==> config.mk <==
export PLATFORM = sky130hd
export DESIGN_NAME = stack_ctrl_flat
export DESIGN_NICKNAME = d
export VERILOG_FILES = /design/src/rtl/stack_ctrl_if.sv /design/src/rtl/stack_ctrl.sv /design/src/flat_wrapper.sv
export SDC_FILE = /design/constraint.sdc
export NUM_CORES = 1
export LEC_CHECK = 0
export CAP_MARGIN = 20
export CELL_PAD_IN_SITES_DETAIL_PLACEMENT = 1
export CELL_PAD_IN_SITES_GLOBAL_PLACEMENT = 1
export CORE_AREA = 2 2 82 84
export DETAILED_ROUTE_END_ITERATION = 6
export DIE_AREA = 0 0 84 86
export GPL_TIMING_DRIVEN = 0
export PLACE_DENSITY_LB_ADDON = 0.05
export REMOVE_ABC_BUFFERS = 1
export SYNTH_ARGS = -nofsm -noshare
export SYNTH_HDL_FRONTEND = slang
export SYNTH_SLANG_ARGS = --single-unit
export TNS_END_PERCENT = 50
==> constraint.sdc <==
create_clock -name clk -period 3.9 [get_ports clk]
set_input_delay 0.78 -clock clk [delete_from_list [all_inputs] [get_ports clk]]
set_output_delay 0.78 -clock clk [all_outputs]
set_load 0.01 [all_outputs]
==> src/rtl/stack_ctrl_if.sv <==
//------------------------------------------------------------------------------
// Module      : stack_ctrl_if
// Description : Command/response handshake bundle for the stack sequencer.
// Revision    : 1.0 - initial release
//------------------------------------------------------------------------------
`default_nettype none

interface stack_ctrl_if #(
    parameter int DATA_W = 8
);
    logic              cmd_valid;
    logic              cmd_ready;
    logic [2:0]        cmd_op;
    logic              cmd_sel;
    logic [DATA_W-1:0] cmd_data;
    logic              rsp_valid;
    logic              rsp_ready;
    logic [DATA_W-1:0] rsp_data;
    logic              rsp_err;

    modport master (
        output cmd_valid, cmd_op, cmd_sel, cmd_data, rsp_ready,
        input  cmd_ready, rsp_valid, rsp_data, rsp_err
    );

    modport slave (
        input  cmd_valid, cmd_op, cmd_sel, cmd_data, rsp_ready,
        output cmd_ready, rsp_valid, rsp_data, rsp_err
    );
endinterface

`default_nettype wire

==> src/rtl/stack_ctrl.sv <==
//------------------------------------------------------------------------------
// Module      : stack_ctrl
// Description : Sequences PUSH/POP/PEEK/DUP/MOVE/SWAP onto two shared LIFO stacks.
// Revision    : 1.0 - initial release
//------------------------------------------------------------------------------
`default_nettype none

module stack_ctrl #(
    parameter int DATA_W = 8
) (
    input  wire logic              clk,
    input  wire logic              rst_n,
    stack_ctrl_if.slave            ctl,
    output logic                   stack_select,
    output logic                   push,
    output logic                   pop,
    output logic [DATA_W-1:0]      stk_data_in,
    input  wire logic [DATA_W-1:0] stk_rd_data,
    input  wire logic              empty0,
    input  wire logic              full0,
    input  wire logic              empty1,
    input  wire logic              full1
);
    localparam logic [3:0] S_IDLE  = 4'd0;
    localparam logic [3:0] S_SEL   = 4'd1;
    localparam logic [3:0] S_CHK   = 4'd2;
    localparam logic [3:0] S_POP1  = 4'd3;
    localparam logic [3:0] S_CHK2  = 4'd4;
    localparam logic [3:0] S_POP2  = 4'd5;
    localparam logic [3:0] S_PUSH1 = 4'd6;
    localparam logic [3:0] S_PUSH2 = 4'd7;
    localparam logic [3:0] S_RESP  = 4'd8;

    localparam logic [2:0] C_OP_NOP  = 3'd0;
    localparam logic [2:0] C_OP_PUSH = 3'd1;
    localparam logic [2:0] C_OP_POP  = 3'd2;
    localparam logic [2:0] C_OP_PEEK = 3'd3;
    localparam logic [2:0] C_OP_DUP  = 3'd4;
    localparam logic [2:0] C_OP_MOVE = 3'd5;
    localparam logic [2:0] C_OP_SWAP = 3'd6;
    localparam logic [2:0] C_OP_RSV  = 3'd7;

    logic [3:0]        r_state;
    logic [2:0]        r_op;
    logic              r_cmd_sel;
    logic [DATA_W-1:0] r_cmd_data;
    logic [DATA_W-1:0] r_top;
    logic [DATA_W-1:0] r_second;
    logic              r_swap_err;
    logic              r_sel;
    logic [DATA_W-1:0] r_rsp_data;
    logic              r_rsp_err;

    logic w_accept;
    logic w_empty_sel;
    logic w_full_sel;
    logic w_full_dst;
    logic w_under;
    logic w_over;

    assign w_accept    = ctl.cmd_valid & ctl.cmd_ready;
    assign w_empty_sel = r_sel ? empty1 : empty0;
    assign w_full_sel  = r_sel ? full1 : full0;
    assign w_full_dst  = r_cmd_sel ? full0 : full1;
    assign w_under     = w_empty_sel & ((r_op == C_OP_POP) | (r_op == C_OP_PEEK) |
                                        (r_op == C_OP_DUP) | (r_op == C_OP_MOVE) |
                                        (r_op == C_OP_SWAP));
    assign w_over      = (w_full_sel & ((r_op == C_OP_PUSH) | (r_op == C_OP_DUP))) |
                         ((r_op == C_OP_MOVE) & w_full_dst);

    // Every output is forced to its reset value as soon as rst_n drops.
    assign ctl.cmd_ready = rst_n & (r_state == S_IDLE);
    assign ctl.rsp_valid = rst_n & (r_state == S_RESP);
    assign ctl.rsp_data  = rst_n ? r_rsp_data : '0;
    assign ctl.rsp_err   = rst_n & r_rsp_err;
    assign stack_select  = rst_n & r_sel;
    assign push          = rst_n & ((r_state == S_PUSH1) | (r_state == S_PUSH2));
    assign pop           = rst_n & ((r_state == S_POP1) | (r_state == S_POP2));

    always_comb begin
        stk_data_in = '0;
        if (rst_n) begin
            if (r_state == S_PUSH1) begin
                stk_data_in = (r_op == C_OP_PUSH) ? r_cmd_data : r_top;
            end else if (r_state == S_PUSH2) begin
                stk_data_in = r_second;
            end
        end
    end

    always_ff @(posedge clk) begin
        if (!rst_n) begin
            r_state    <= S_IDLE;
            r_op       <= C_OP_NOP;
            r_cmd_sel  <= 1'b0;
            r_cmd_data <= '0;
            r_top      <= '0;
            r_second   <= '0;
            r_swap_err <= 1'b0;
            r_sel      <= 1'b0;
            r_rsp_data <= '0;
            r_rsp_err  <= 1'b0;
        end else begin
            case (r_state)
                S_IDLE: begin
                    if (w_accept) begin
                        r_op       <= ctl.cmd_op;
                        r_cmd_sel  <= ctl.cmd_sel;
                        r_cmd_data <= ctl.cmd_data;
                        r_swap_err <= 1'b0;
                        r_rsp_data <= '0;
                        r_rsp_err  <= 1'b0;
                        if (ctl.cmd_op == C_OP_NOP) begin
                            r_state <= S_RESP;
                        end else if (ctl.cmd_op == C_OP_RSV) begin
                            r_rsp_err <= 1'b1;
                            r_state   <= S_RESP;
                        end else begin
                            r_sel   <= ctl.cmd_sel;
                            r_state <= S_SEL;
                        end
                    end
                end
                S_SEL: r_state <= S_CHK;
                S_CHK: begin
                    r_top <= stk_rd_data;
                    if (w_under | w_over) begin
                        r_rsp_err <= 1'b1;
                        r_state   <= S_RESP;
                    end else if (r_op == C_OP_PEEK) begin
                        r_rsp_data <= stk_rd_data;
                        r_state    <= S_RESP;
                    end else if ((r_op == C_OP_PUSH) | (r_op == C_OP_DUP)) begin
                        r_state <= S_PUSH1;
                    end else begin
                        r_state <= S_POP1;
                    end
                end
                S_POP1: begin
                    if (r_op == C_OP_POP) begin
                        r_rsp_data <= r_top;
                        r_state    <= S_RESP;
                    end else if (r_op == C_OP_MOVE) begin
                        r_sel   <= ~r_sel;
                        r_state <= S_PUSH1;
                    end else begin
                        r_state <= S_CHK2;
                    end
                end
                S_CHK2: begin
                    // A failed SWAP still re-pushes top so the stack is left intact.
                    r_second <= stk_rd_data;
                    if (w_empty_sel) begin
                        r_swap_err <= 1'b1;
                        r_state    <= S_PUSH1;
                    end else begin
                        r_state <= S_POP2;
                    end
                end
                S_POP2: r_state <= S_PUSH1;
                S_PUSH1: begin
                    if ((r_op == C_OP_SWAP) & ~r_swap_err) begin
                        r_state <= S_PUSH2;
                    end else begin
                        if (r_swap_err) begin
                            r_rsp_err <= 1'b1;
                        end else if (r_op != C_OP_PUSH) begin
                            r_rsp_data <= r_top;
                        end
                        r_state <= S_RESP;
                    end
                end
                S_PUSH2: begin
                    r_rsp_data <= r_second;
                    r_state    <= S_RESP;
                end
                S_RESP: begin
                    if (ctl.rsp_ready) begin
                        r_state <= S_IDLE;
                    end
                end
                default: r_state <= S_IDLE;
            endcase
        end
    end
endmodule

`default_nettype wire

==> src/flat_wrapper.sv <==
// flat-port wrapper written by rule: the top's interface ports become plain ports
module stack_ctrl_flat 
#(
    parameter int DATA_W = 8
)
  (clk, rst_n, stack_select, push, pop, stk_data_in, stk_rd_data, empty0, full0, empty1, full1, ctl_cmd_valid, ctl_cmd_op, ctl_cmd_sel, ctl_cmd_data, ctl_rsp_ready, ctl_cmd_ready, ctl_rsp_valid, ctl_rsp_data, ctl_rsp_err);
  stack_ctrl_if #(.DATA_W(DATA_W)) ctl_i ();
  input  wire logic clk;
  input  wire logic rst_n;
  output logic stack_select;
  output logic push;
  output logic pop;
  output logic [DATA_W-1:0] stk_data_in;
  input  wire logic [DATA_W-1:0] stk_rd_data;
  input  wire logic empty0;
  input  wire logic full0;
  input  wire logic empty1;
  input  wire logic full1;
  input wire logic [$bits(ctl_i.cmd_valid)-1:0] ctl_cmd_valid;
  input wire logic [$bits(ctl_i.cmd_op)-1:0] ctl_cmd_op;
  input wire logic [$bits(ctl_i.cmd_sel)-1:0] ctl_cmd_sel;
  input wire logic [$bits(ctl_i.cmd_data)-1:0] ctl_cmd_data;
  input wire logic [$bits(ctl_i.rsp_ready)-1:0] ctl_rsp_ready;
  output wire logic [$bits(ctl_i.cmd_ready)-1:0] ctl_cmd_ready;
  output wire logic [$bits(ctl_i.rsp_valid)-1:0] ctl_rsp_valid;
  output wire logic [$bits(ctl_i.rsp_data)-1:0] ctl_rsp_data;
  output wire logic [$bits(ctl_i.rsp_err)-1:0] ctl_rsp_err;
  assign ctl_i.cmd_valid = ctl_cmd_valid;
  assign ctl_i.cmd_op = ctl_cmd_op;
  assign ctl_i.cmd_sel = ctl_cmd_sel;
  assign ctl_i.cmd_data = ctl_cmd_data;
  assign ctl_i.rsp_ready = ctl_rsp_ready;
  assign ctl_cmd_ready = ctl_i.cmd_ready;
  assign ctl_rsp_valid = ctl_i.rsp_valid;
  assign ctl_rsp_data = ctl_i.rsp_data;
  assign ctl_rsp_err = ctl_i.rsp_err;
  stack_ctrl #(.DATA_W(DATA_W)) u_core (.clk(clk), .rst_n(rst_n), .ctl(ctl_i), .stack_select(stack_select), .push(push), .pop(pop), .stk_data_in(stk_data_in), .stk_rd_data(stk_rd_data), .empty0(empty0), .full0(full0), .empty1(empty1), .full1(full1));
endmodule
==> results of run 1 <==
repair_timing:
item	in CTS	in global routing
buffers inserted	0	0
resized for setup	1	0
setup endpoints to repair	8	0
cell families after synthesis:
kind of cell    share of synthesized area (%)
compound gates                           22.8
xor+xnor                                0.709
buf+inv                                  5.06
flops                                    34.8
mux                                      4.50
simple gates                             32.1
final cells by class:
cell class / instances / area share (%)
clock buffers: 5 / 2.22
clock inverters: 3 / 0.647
inverters: 5 / 0.607
multi-input cells: 252 / 48.4
flip-flops and latches: 43 / 27.8
well taps: 77 / 3.11
repair buffers: 53 / 17.2
worst reg2reg max path: cells and delay by family (launching register included):
kind,cells,cell delay (ns)
compound gates,2,1.15
buf+inv,1,0.18
flops,1,0.59
simple gates,3,0.92
path summary, 6_finish.rpt:
kind / endpoint / cells after the start
min reg2reg: u_core.r_rsp_err / 2
max: stk_data_in[7] / 6
min: u_core.r_rsp_err / 2
max reg2reg: u_core.r_rsp_data[7] / 6
Yosys cell counts, drive strengths merged, types with 2 or more instances:
library cell	n
nand3	7
o21ai	23
xnor2	2
nor2	9
nor3	12
a21boi	22
a21oi	10
and3b	2
and3	3
nand4	9
buf	3
o311ai	2
mux2i	10
nor4	2
nor3b	3
inv	5
and2	19
clkbuf	21
o211a	8
nand2b	8
o31ai	2
nor2b	3
dfxtp	43
nand2	77
placed cells by master (no fill, tap or decap), drive strengths merged, types with 3 or more instances in the layout:
cell type and n:
nand2 77, clkdlybuf4s50 48, dfxtp 43, o21ai 23
a21boi 22, and2 19, nor3 12, mux2i 10
a21oi 10, nor2 9, nand4 9, nand2b 8
o211a 8, nand3 7, inv 5, clkbuf 5
buf 5, and3 3, nor2b 3, nor3b 3
per-layer routing:
layer  up-vias  track usage (%)
li1       1205                -
met1      1177             26.9
met2        44             35.4
met3         7             3.08
met4         0             4.99
met5         -                0
sequential cells by signal, indices dropped and copies added, names as in the netlist, 3 cells and up:
name	flops
u_core.r_top	8
u_core.r_second	8
u_core.r_rsp_data	8
u_core.r_state	4
u_core.r_cmd_data	8
u_core.r_op	3
power groups by stage:
| stage | sequential [mW] | combinational [mW] | clock (mW) |
|---|---|---|---|
| 3_5_place_dp | 0.579 | 0.365 | 0 |
| 4_1_cts | 0.569 | 0.367 | 0.298 |
| 3_3_place_gp | 0.577 | 0.352 | 0 |
| 5_1_grt | 0.582 | 0.407 | 0.312 |
| 2_1_floorplan | 0.555 | 0.228 | 0 |
| 6_report | 0.569 | 0.364 | 0.288 |
per-stage QoR:
step | power, mW | util [%] | hold slack [ns] | area, sq um
global placement | 0.928 | 47.0 | 0.432 | 2950
CTS | 1.23 | 49.3 | 0.451 | 3090
detailed placement | 0.945 | 47.8 | 0.438 | 3000
floorplan | 0.783 | - | 0.419 | 2370
global route | 1.30 | 49.3 | 0.480 | 3090
finish | 1.22 | 49.3 | 0.444 | 3090
==> key figures, run 1 <==
Status
  • Status: finished, final reports clean

Power
  • Psw: between 0.4 and 0.5 mW
  • Proportion of power drawn by flip-flops and latches: between 40% and 50%
  • Pwr/cell area: 395 nW/um^2
  • Pleak: 1.10 nW
  • Int Power: 0.795 mW
  • Switching share of power: a little over a third
  • Power share of the combinational group: between 20 and 30%
  • Peak ir drop on the vdd network: between 0.15 and 0.2 mV
  • Clock power frac: approximately a quarter

Floorplan
  • Starting density of the core: roughly 39%
  • Site row count: 29
  • Placeable Area: 6280 sq um
  • Die boundary width: ~84 um
  • Die ar.: just over 7000 sq um
  • Count of boundary I/O pins: 50
  • Die H: around 86 um

Min path
  • Hold Startpoint: u_core.r_rsp_err
  • Type of the worst min-delay path: reg -> reg

Worst setup path
  • Ordered list of cells on the worst path: nand2_1 -> nor3_2 -> nand2_1 -> o21ai_0 -> and2_1 -> clkdlybuf4s50_1
  • Crit path buffers/inverters: 1
  • Startpoint Class: flip-flop
  • Type of destination of the critical path: primary output
  • Crit Path Max Fanout: 21
  • Top cell family by delay on the critical path: simple AND/OR/NAND/NOR gates
  • Arrival time at the worst endpoint: between 2 and 3 ns
  • Type of the setup path with the least slack: reg -> out
  • Setup crit start: u_core.r_state[2]
  • Critical path's largest stage delay: approximately 0.80 ns
  • Cell type of the slowest stage on the worst timing path: sky130_fd_sc_hd__dfxtp_1
  • WP data required: ~3.1 ns
  • RR Startpoint: u_core.r_op[2]
  • Setup slack of the worst register-to-register path: around 0.96 ns
  • Cell type with the highest occurrence count on the critical path: sky130_fd_sc_hd__nand2_1

Clocking
  • CTS Root Cell: sky130_fd_sc_hd__clkbuf_8
  • Worst skew pair latency: ~0.30 ns
  • TritonCTS buffer count: 5
  • Depth of the CTS H-tree: 2
  • CTS Hold Bufs: 0
  • CTS tree: done
  • Clock transition at the registers of the reported paths: roughly 0.080 ns
  • TritonCTS Sinks: between 40 and 50
  • Number of buffers on the longest clock path: 2

Route
  • DRC violations left: 0
  • Count of antenna-violating nets left after detailed routing: 0
  • Routed wire length on met3: around 220 um
  • Top sig layer: met4
  • DR WL met2: 3.26 mm
  • Total vias in the final route: 2433
  • Number of design-rule violations left by the first detailed-router iteration: about 170
  • Met1 Wirelength: between 3 and 4 mm
  • Detailed Route WL: around 7 mm
  • Ratio of routed vias to standard cells: between 5 and 6
  • DR pass1 iterations: 4
  • Wire length per cell: ~16 um

Synthesis
  • Ranking of synthesized cells by area: sky130_fd_sc_hd__dfxtp_1, sky130_fd_sc_hd__nand2_1, sky130_fd_sc_hd__and2_1
  • Cell area after synthesis: 2470 sq um
  • Ys flop type: sky130_fd_sc_hd__dfxtp_1
  • Post-synthesis async set-or-reset flop share: 0%
  • Number of standard cells after synthesis: roughly 320
  • Post-synthesis register bit count: between 40 and 50
  • Share of the synthesized area in the top cell type: between 30% and 40%
  • Per-instance average area after synthesis: around 7.6 sq um
  • Fraction of the yosys area taken by sequential cells: between 30% and 40%
  • Number of enable-type register cells in the synthesized netlist: 0
  • Count of cell types in the netlist: between 40 and 50
  • Yosys Warn Count: 0
  • Area leader, netlist: sky130_fd_sc_hd__dfxtp_1

STA
  • Final hold viol count: 0
  • Max Clk Rate: approximately 0.27 GHz
  • Number of endpoints failing setup at the final stage: 0
  • Setup slack of the critical path after layout: around 0.26 ns
  • Worst Skew: roughly 0.0055 ns
  • Summed negative setup slack over all endpoints: 0 ns
  • Final max-slew violation count: 0
  • Final period utilization: 93.3%
  • Unrepaired setup endpoints after global routing: false
  • Min cycle time layout: 3.64 ns
  • Normalized max-slew margin: about a quarter
  • Slew at the pin closest to its max-slew limit: roughly 1.1 ns

Global routing
  • Congestion Overflow GR: 0
  • Total global-route track usage: approximately a fifth
  • Pin count of the biggest net entering global routing: 54
  • Number of global-route vias before repair: between 2000 and 2500
  • First-pass GRT wire length: around 12 mm
  • Number of antenna violations at the first check in global routing: 0

Placement
  • Global placement routability congestion: between 0.7 and 0.8
  • Buffers added on ports: between 40 and 50
  • Detailed-placement wirelength estimate: slightly below 5 mm
  • Placed cell count: 430
  • Post-Place Setup Slack: about 0.23 ns

Run
  • Reported max-cap violation count: 0

Final layout
  • Total number of nets in the final design: 388
  • Final non-filler cell total: 438
  • Layout cells sized above 1: 5.82%
  • Fillcell total: between 700 and 800
  • Number of diodes: 0
  • Area of the multi-input gates: ~1500 sq um
  • P&R area growth vs syn: 25.1%
  • Storage cell area: approximately 860 sq um
(Power assumes the default switching activity.)
==> run 2, diff against run 1 <==
--- a/config.mk
+++ b/config.mk
@@ -5,12 +5,13 @@
 export SDC_FILE = /design/constraint.sdc
 export NUM_CORES = 1
 export LEC_CHECK = 0
+export ABC_AREA = 1
 export CAP_MARGIN = 20
 export CELL_PAD_IN_SITES_DETAIL_PLACEMENT = 1
 export CELL_PAD_IN_SITES_GLOBAL_PLACEMENT = 1
-export CORE_AREA = 2 2 82 84
+export CORE_AREA = 2 2 85 87
 export DETAILED_ROUTE_END_ITERATION = 6
-export DIE_AREA = 0 0 84 86
+export DIE_AREA = 0 0 87 89
 export GPL_TIMING_DRIVEN = 0
 export PLACE_DENSITY_LB_ADDON = 0.05
 export REMOVE_ABC_BUFFERS = 1
==> constraint.sdc (replaced) <==
create_clock -name clk -period 3.4 [get_ports clk]
set_input_delay 0.68 -clock clk [delete_from_list [all_inputs] [get_ports clk]]
set_output_delay 0.68 -clock clk [all_outputs]
set_load 0.01 [all_outputs]
==> run 2 against run 1 <==
- wire length up 3.2%
- combinational power increased by 150%
- non-clock buffer count up 1
- sequential power grew 21%
- via count up 0.41%
- area after synthesis shrank 2.3%
- utilization down 3.8 points
- synthesized cell count is 13% higher
- critical endpoint is now ctl_cmd_ready
- clock-buffer cell count increased by 1
- highest routed layer unchanged
- critical path type is now in -> out
- largest power group is now combinational logic
- clock skew fell by 0.0030 ns
- sequential share of layout area is 0.32 points higher
==> key figures, run 2 <==
Power
  • Pwr/cell area: 628 nW/um^2 (+59%)
  • Peak ir drop on the vdd network: 0.281 mV (+49%)
  • Pleak: 1.29 nW (+18%)
  • Post-layout total power: 1.92 mW (+57%)

Floorplan
  • Placeable Area: 6720 sq um (+7.0%)
  • Die boundary width: 87 um (+3.6%)
  • Die ar.: 7740 sq um (+7.2%)
  • Count of boundary I/O pins: 50 (unchanged)
  • Starting density of the core: 35.9% (-3.4 points)
  • Site row count: 30 (+3.4%)
  • Die H: 89 um (+3.5%)

Clocking
  • TritonCTS Sinks: 43 (unchanged)
  • Worst skew pair latency: 0.30 ns (about the same)
  • Depth of the CTS H-tree: 2 (unchanged)
  • CTS tree: done
  • Clock transition at the registers of the reported paths: 0.09 ns (about the same)
  • TritonCTS buffer count: 5 (unchanged)
  • Number of buffers on the longest clock path: 2 (unchanged)
  • CTS Root Cell: sky130_fd_sc_hd__clkbuf_8
  • CTS Hold Bufs: 0 (unchanged)

Synthesis
  • Post-synthesis async set-or-reset flop share: 0% (unchanged)
  • Compound-Gate Fraction of Synth Area: 19.8% (-3.0 points)
  • Post-synthesis register bit count: 43 (unchanged)
  • Simple logic cell fraction of the synthesized area: 33.7% (+1.6 points)
  • Multiplexer share of the synthesized area: 0% (-4.5 points)
  • Adder-cell area share of the yosys netlist: 0% (unchanged)
  • Share of the synthesized area in the top cell type: 35.6% (+0.83 points)
  • Main combinational cell family by area after synthesis: simple AND/OR/NAND/NOR gates
  • Cell area after synthesis: 2410 sq um (-2.3%)
  • Number of standard cells after synthesis: 366 (+13%)
  • Area leader, netlist: sky130_fd_sc_hd__dfxtp_1
  • Number of enable-type register cells in the synthesized netlist: 0 (unchanged)
  • Fraction of synthesized cell area in xor and xnor cells: 0% (-0.71 points)
  • Ys flop type: sky130_fd_sc_hd__dfxtp_1
  • Yosys Warn Count: 0 (unchanged)
  • Fraction of the yosys area taken by sequential cells: 35.6% (+0.83 points)
  • Ranking of synthesized cells by area: sky130_fd_sc_hd__dfxtp_1, sky130_fd_sc_hd__nand2_1, sky130_fd_sc_hd__a21oi_1
  • Per-instance average area after synthesis: 6.60 sq um (-14%)
  • Dominant cell by count in the synthesized netlist: sky130_fd_sc_hd__nand2_1
  • Count of cell types in the netlist: 28 (-42%)
  • Most used standard cells in the synthesized netlist: sky130_fd_sc_hd__nand2_1, sky130_fd_sc_hd__a21oi_1, sky130_fd_sc_hd__dfxtp_1

STA
  • Final max-slew violation count: 0 (unchanged)
  • Normalized max-slew margin: 53.3% (+27 points)
  • Slew at the pin closest to its max-slew limit: 0.698 ns (-0.402 ns)
  • Setup slack of the critical path after layout: 0.248 ns (-0.0145 ns)
  • Max Clk Rate: about 0.32 GHz
  • Final hold viol count: 0 (unchanged)
  • Unrepaired setup endpoints after global routing: false
  • Worst Skew: 0.00256 ns (-0.00298 ns)
  • Min cycle time layout: 3.15 ns
  • Number of endpoints failing setup at the final stage: 0 (unchanged)
  • Final period utilization: between 90% and 100%
  • Summed negative setup slack over all endpoints: 0 ns (unchanged)

Status
  • Status: finished, final reports clean

Global routing
  • Met3 Use GR: 2.86% (-0.22 points)
  • First-pass GRT wire length: 12.0 mm (-0.51%)
  • Pin count of the biggest net entering global routing: 29 (-46%)
  • Number of global-route vias before repair: 2398 (-2.9%)
  • Global routing usage on met1: 30.1% (+3.2 points)
  • Total global-route track usage: 19.6% (-0.81 points)
  • Congestion Overflow GR: 0 (unchanged)
  • Busiest metal layer after global routing: met1
  • Met2 Resource Use GR: 29.2% (-6.2 points)
  • Number of antenna violations at the first check in global routing: 0 (unchanged)

Final layout
  • Number of diodes: 0 (unchanged)
  • Layout cells sized above 1: 10.8% (+5.0 points)
  • Most frequent cells in the layout: sky130_fd_sc_hd__nand2_1, sky130_fd_sc_hd__a21oi_1, sky130_fd_sc_hd__clkdlybuf4s50_1
  • P&R area growth vs syn: 26.6%
  • Final cell utilization of the core: 45.5% (-3.8 points)
  • Final non-filler cell total: 495 (+13%)
  • Most frequent standard cell in the layout excluding fill and tap cells: sky130_fd_sc_hd__nand2_1
  • Total number of nets in the final design: 442 (+14%)

Worst setup path
  • RR Startpoint: u_core.r_state[1]
  • Arrival time at the worst endpoint: 2.47 ns (-0.39 ns)
  • Crit Path Max Fanout: 28 (+33%)
  • Type of the setup path with the least slack: in -> out
  • Setup slack of the worst register-to-register path: 1.10 ns (+0.14 ns)
  • WP data required: 2.72 ns (-0.40 ns)
  • Startpoint Class: primary input
  • Type of destination of the critical path: primary output
  • Setup crit start: rst_n
  • Worst R2R Path Depth: 8 (+2)
  • Reg2Reg Capture Point: u_core.r_rsp_data[2]
  • Worst Setup EP: ctl_cmd_ready

Placement
  • Placed cell count: 482 (+12%)
  • Detailed-placement wirelength estimate: 5.27 mm (+8.1%)
  • Buffers added on ports: 49 (unchanged)
  • Post-Place Setup Slack: -0.502 ns (-0.735 ns)
  • Global placement routability congestion: 0.820 (+2.8%)

Route
  • Wire length per cell: 14.6 um (-8.7%)
  • Number of design-rule violations left by the first detailed-router iteration: 96 (-44%)
  • DR pass1 iterations: 4 (unchanged)
  • Count of antenna-violating nets left after detailed routing: 0 (unchanged)
  • Ratio of routed vias to standard cells: 4.94 (-11%)
  • Total vias in the final route: 2443 (+0.41%)
  • DRC violations left: 0 (unchanged)
  • Detailed Route WL: 7.25 mm (+3.2%)

Min path
  • Type of the worst min-delay path: reg -> reg

Run
  • Reported max-cap violation count: 0 (unchanged)
run 2: cell types whose count changed in the layout (fill, tap and decap cells not counted), sizes merged, moves of 11 or more:
cell / previous run / this run
a21oi: 10 / 55
nor3: 12 / 1
a21boi: 22 / 0
nand3: 7 / 20
nor2: 9 / 46
inv: 5 / 45
o21ai: 23 / 35
nand2: 77 / 94
and2: 19 / 1
run 2: where the power goes:
part | internal [mW] | leakage, nW | switching, mW
clock network | 0.144 | 0.0412 | 0.188
logic | 0.319 | 0.903 | 0.582
registers | 0.611 | 0.351 | 0.0764
run 2: cells by family after synthesis:
logic type	after synthesis
compound gates	93
simple gates	170
flops	43
buf+inv	60
run 2: layout make-up:
class	instances	area [sq um]
fill	889	3660
multi-input combinational	263	1290
sequential	43	861
timing repair buffer	54	537
inverter	46	176
tap	80	100
clock buffer	6	72.6
clock inverter	2	12.5
timing repair inverter	1	5.00
run 2: timing repair:
| action | in CTS | in global routing |
|---|---|---|
| setup buffers | 0 | 4 |
| gates cloned | 1 | 0 |
| resized for setup | 4 | 0 |
| endpoints found under the hold margin | 0 | 0 |
| setup endpoints to repair | 15 | 1 |
run 2: how the worst min path moves through the flow:
stage,cells past startpoint,from,slack [ns],to
6_report,2,u_core.r_cmd_data[6],0.46,u_core.r_cmd_data[6]
5_1_grt,2,u_core.r_cmd_data[6],0.48,u_core.r_cmd_data[6]
4_1_cts,2,u_core.r_cmd_data[6],0.46,u_core.r_cmd_data[6]
3_5_place_dp,2,u_core.r_cmd_data[6],0.45,u_core.r_cmd_data[6]
3_3_place_gp,2,u_core.r_cmd_data[6],0.44,u_core.r_cmd_data[6]
2_1_floorplan,2,u_core.r_cmd_data[0],0.43,u_core.r_cmd_data[0]
run 2: per-layer routing:
| metal | up-vias | part of all wire (%) |
|---|---|---|
| li1 | 1273 | - |
| met1 | 1118 | 54 |
| met2 | 47 | 41 |
| met3 | 5 | 3.6 |
| met5 | - | 0 |
| met4 | 0 | 0.84 |
run 2: critical path, cell delays in order:
cell                              delay [ns]
sky130_fd_sc_hd__clkdlybuf4s15_2        0.37
sky130_fd_sc_hd__buf_8                  0.25
sky130_fd_sc_hd__clkinvlp_4             0.27
sky130_fd_sc_hd__buf_4                  0.24
sky130_fd_sc_hd__nor2_8                 0.11
sky130_fd_sc_hd__clkdlybuf4s50_1        0.54
run 2: metrics by stage:
| step | hold WS (ns) | instance area (sq um) |
|---|---|---|
| 6_report | 0.458 | 3060 |
| 2_1_floorplan | 0.429 | 2330 |
| 4_1_cts | 0.460 | 3030 |
| 5_1_grt | 0.480 | 3060 |
| 3_5_place_dp | 0.447 | 2930 |
| 3_3_place_gp | 0.442 | 2920 |
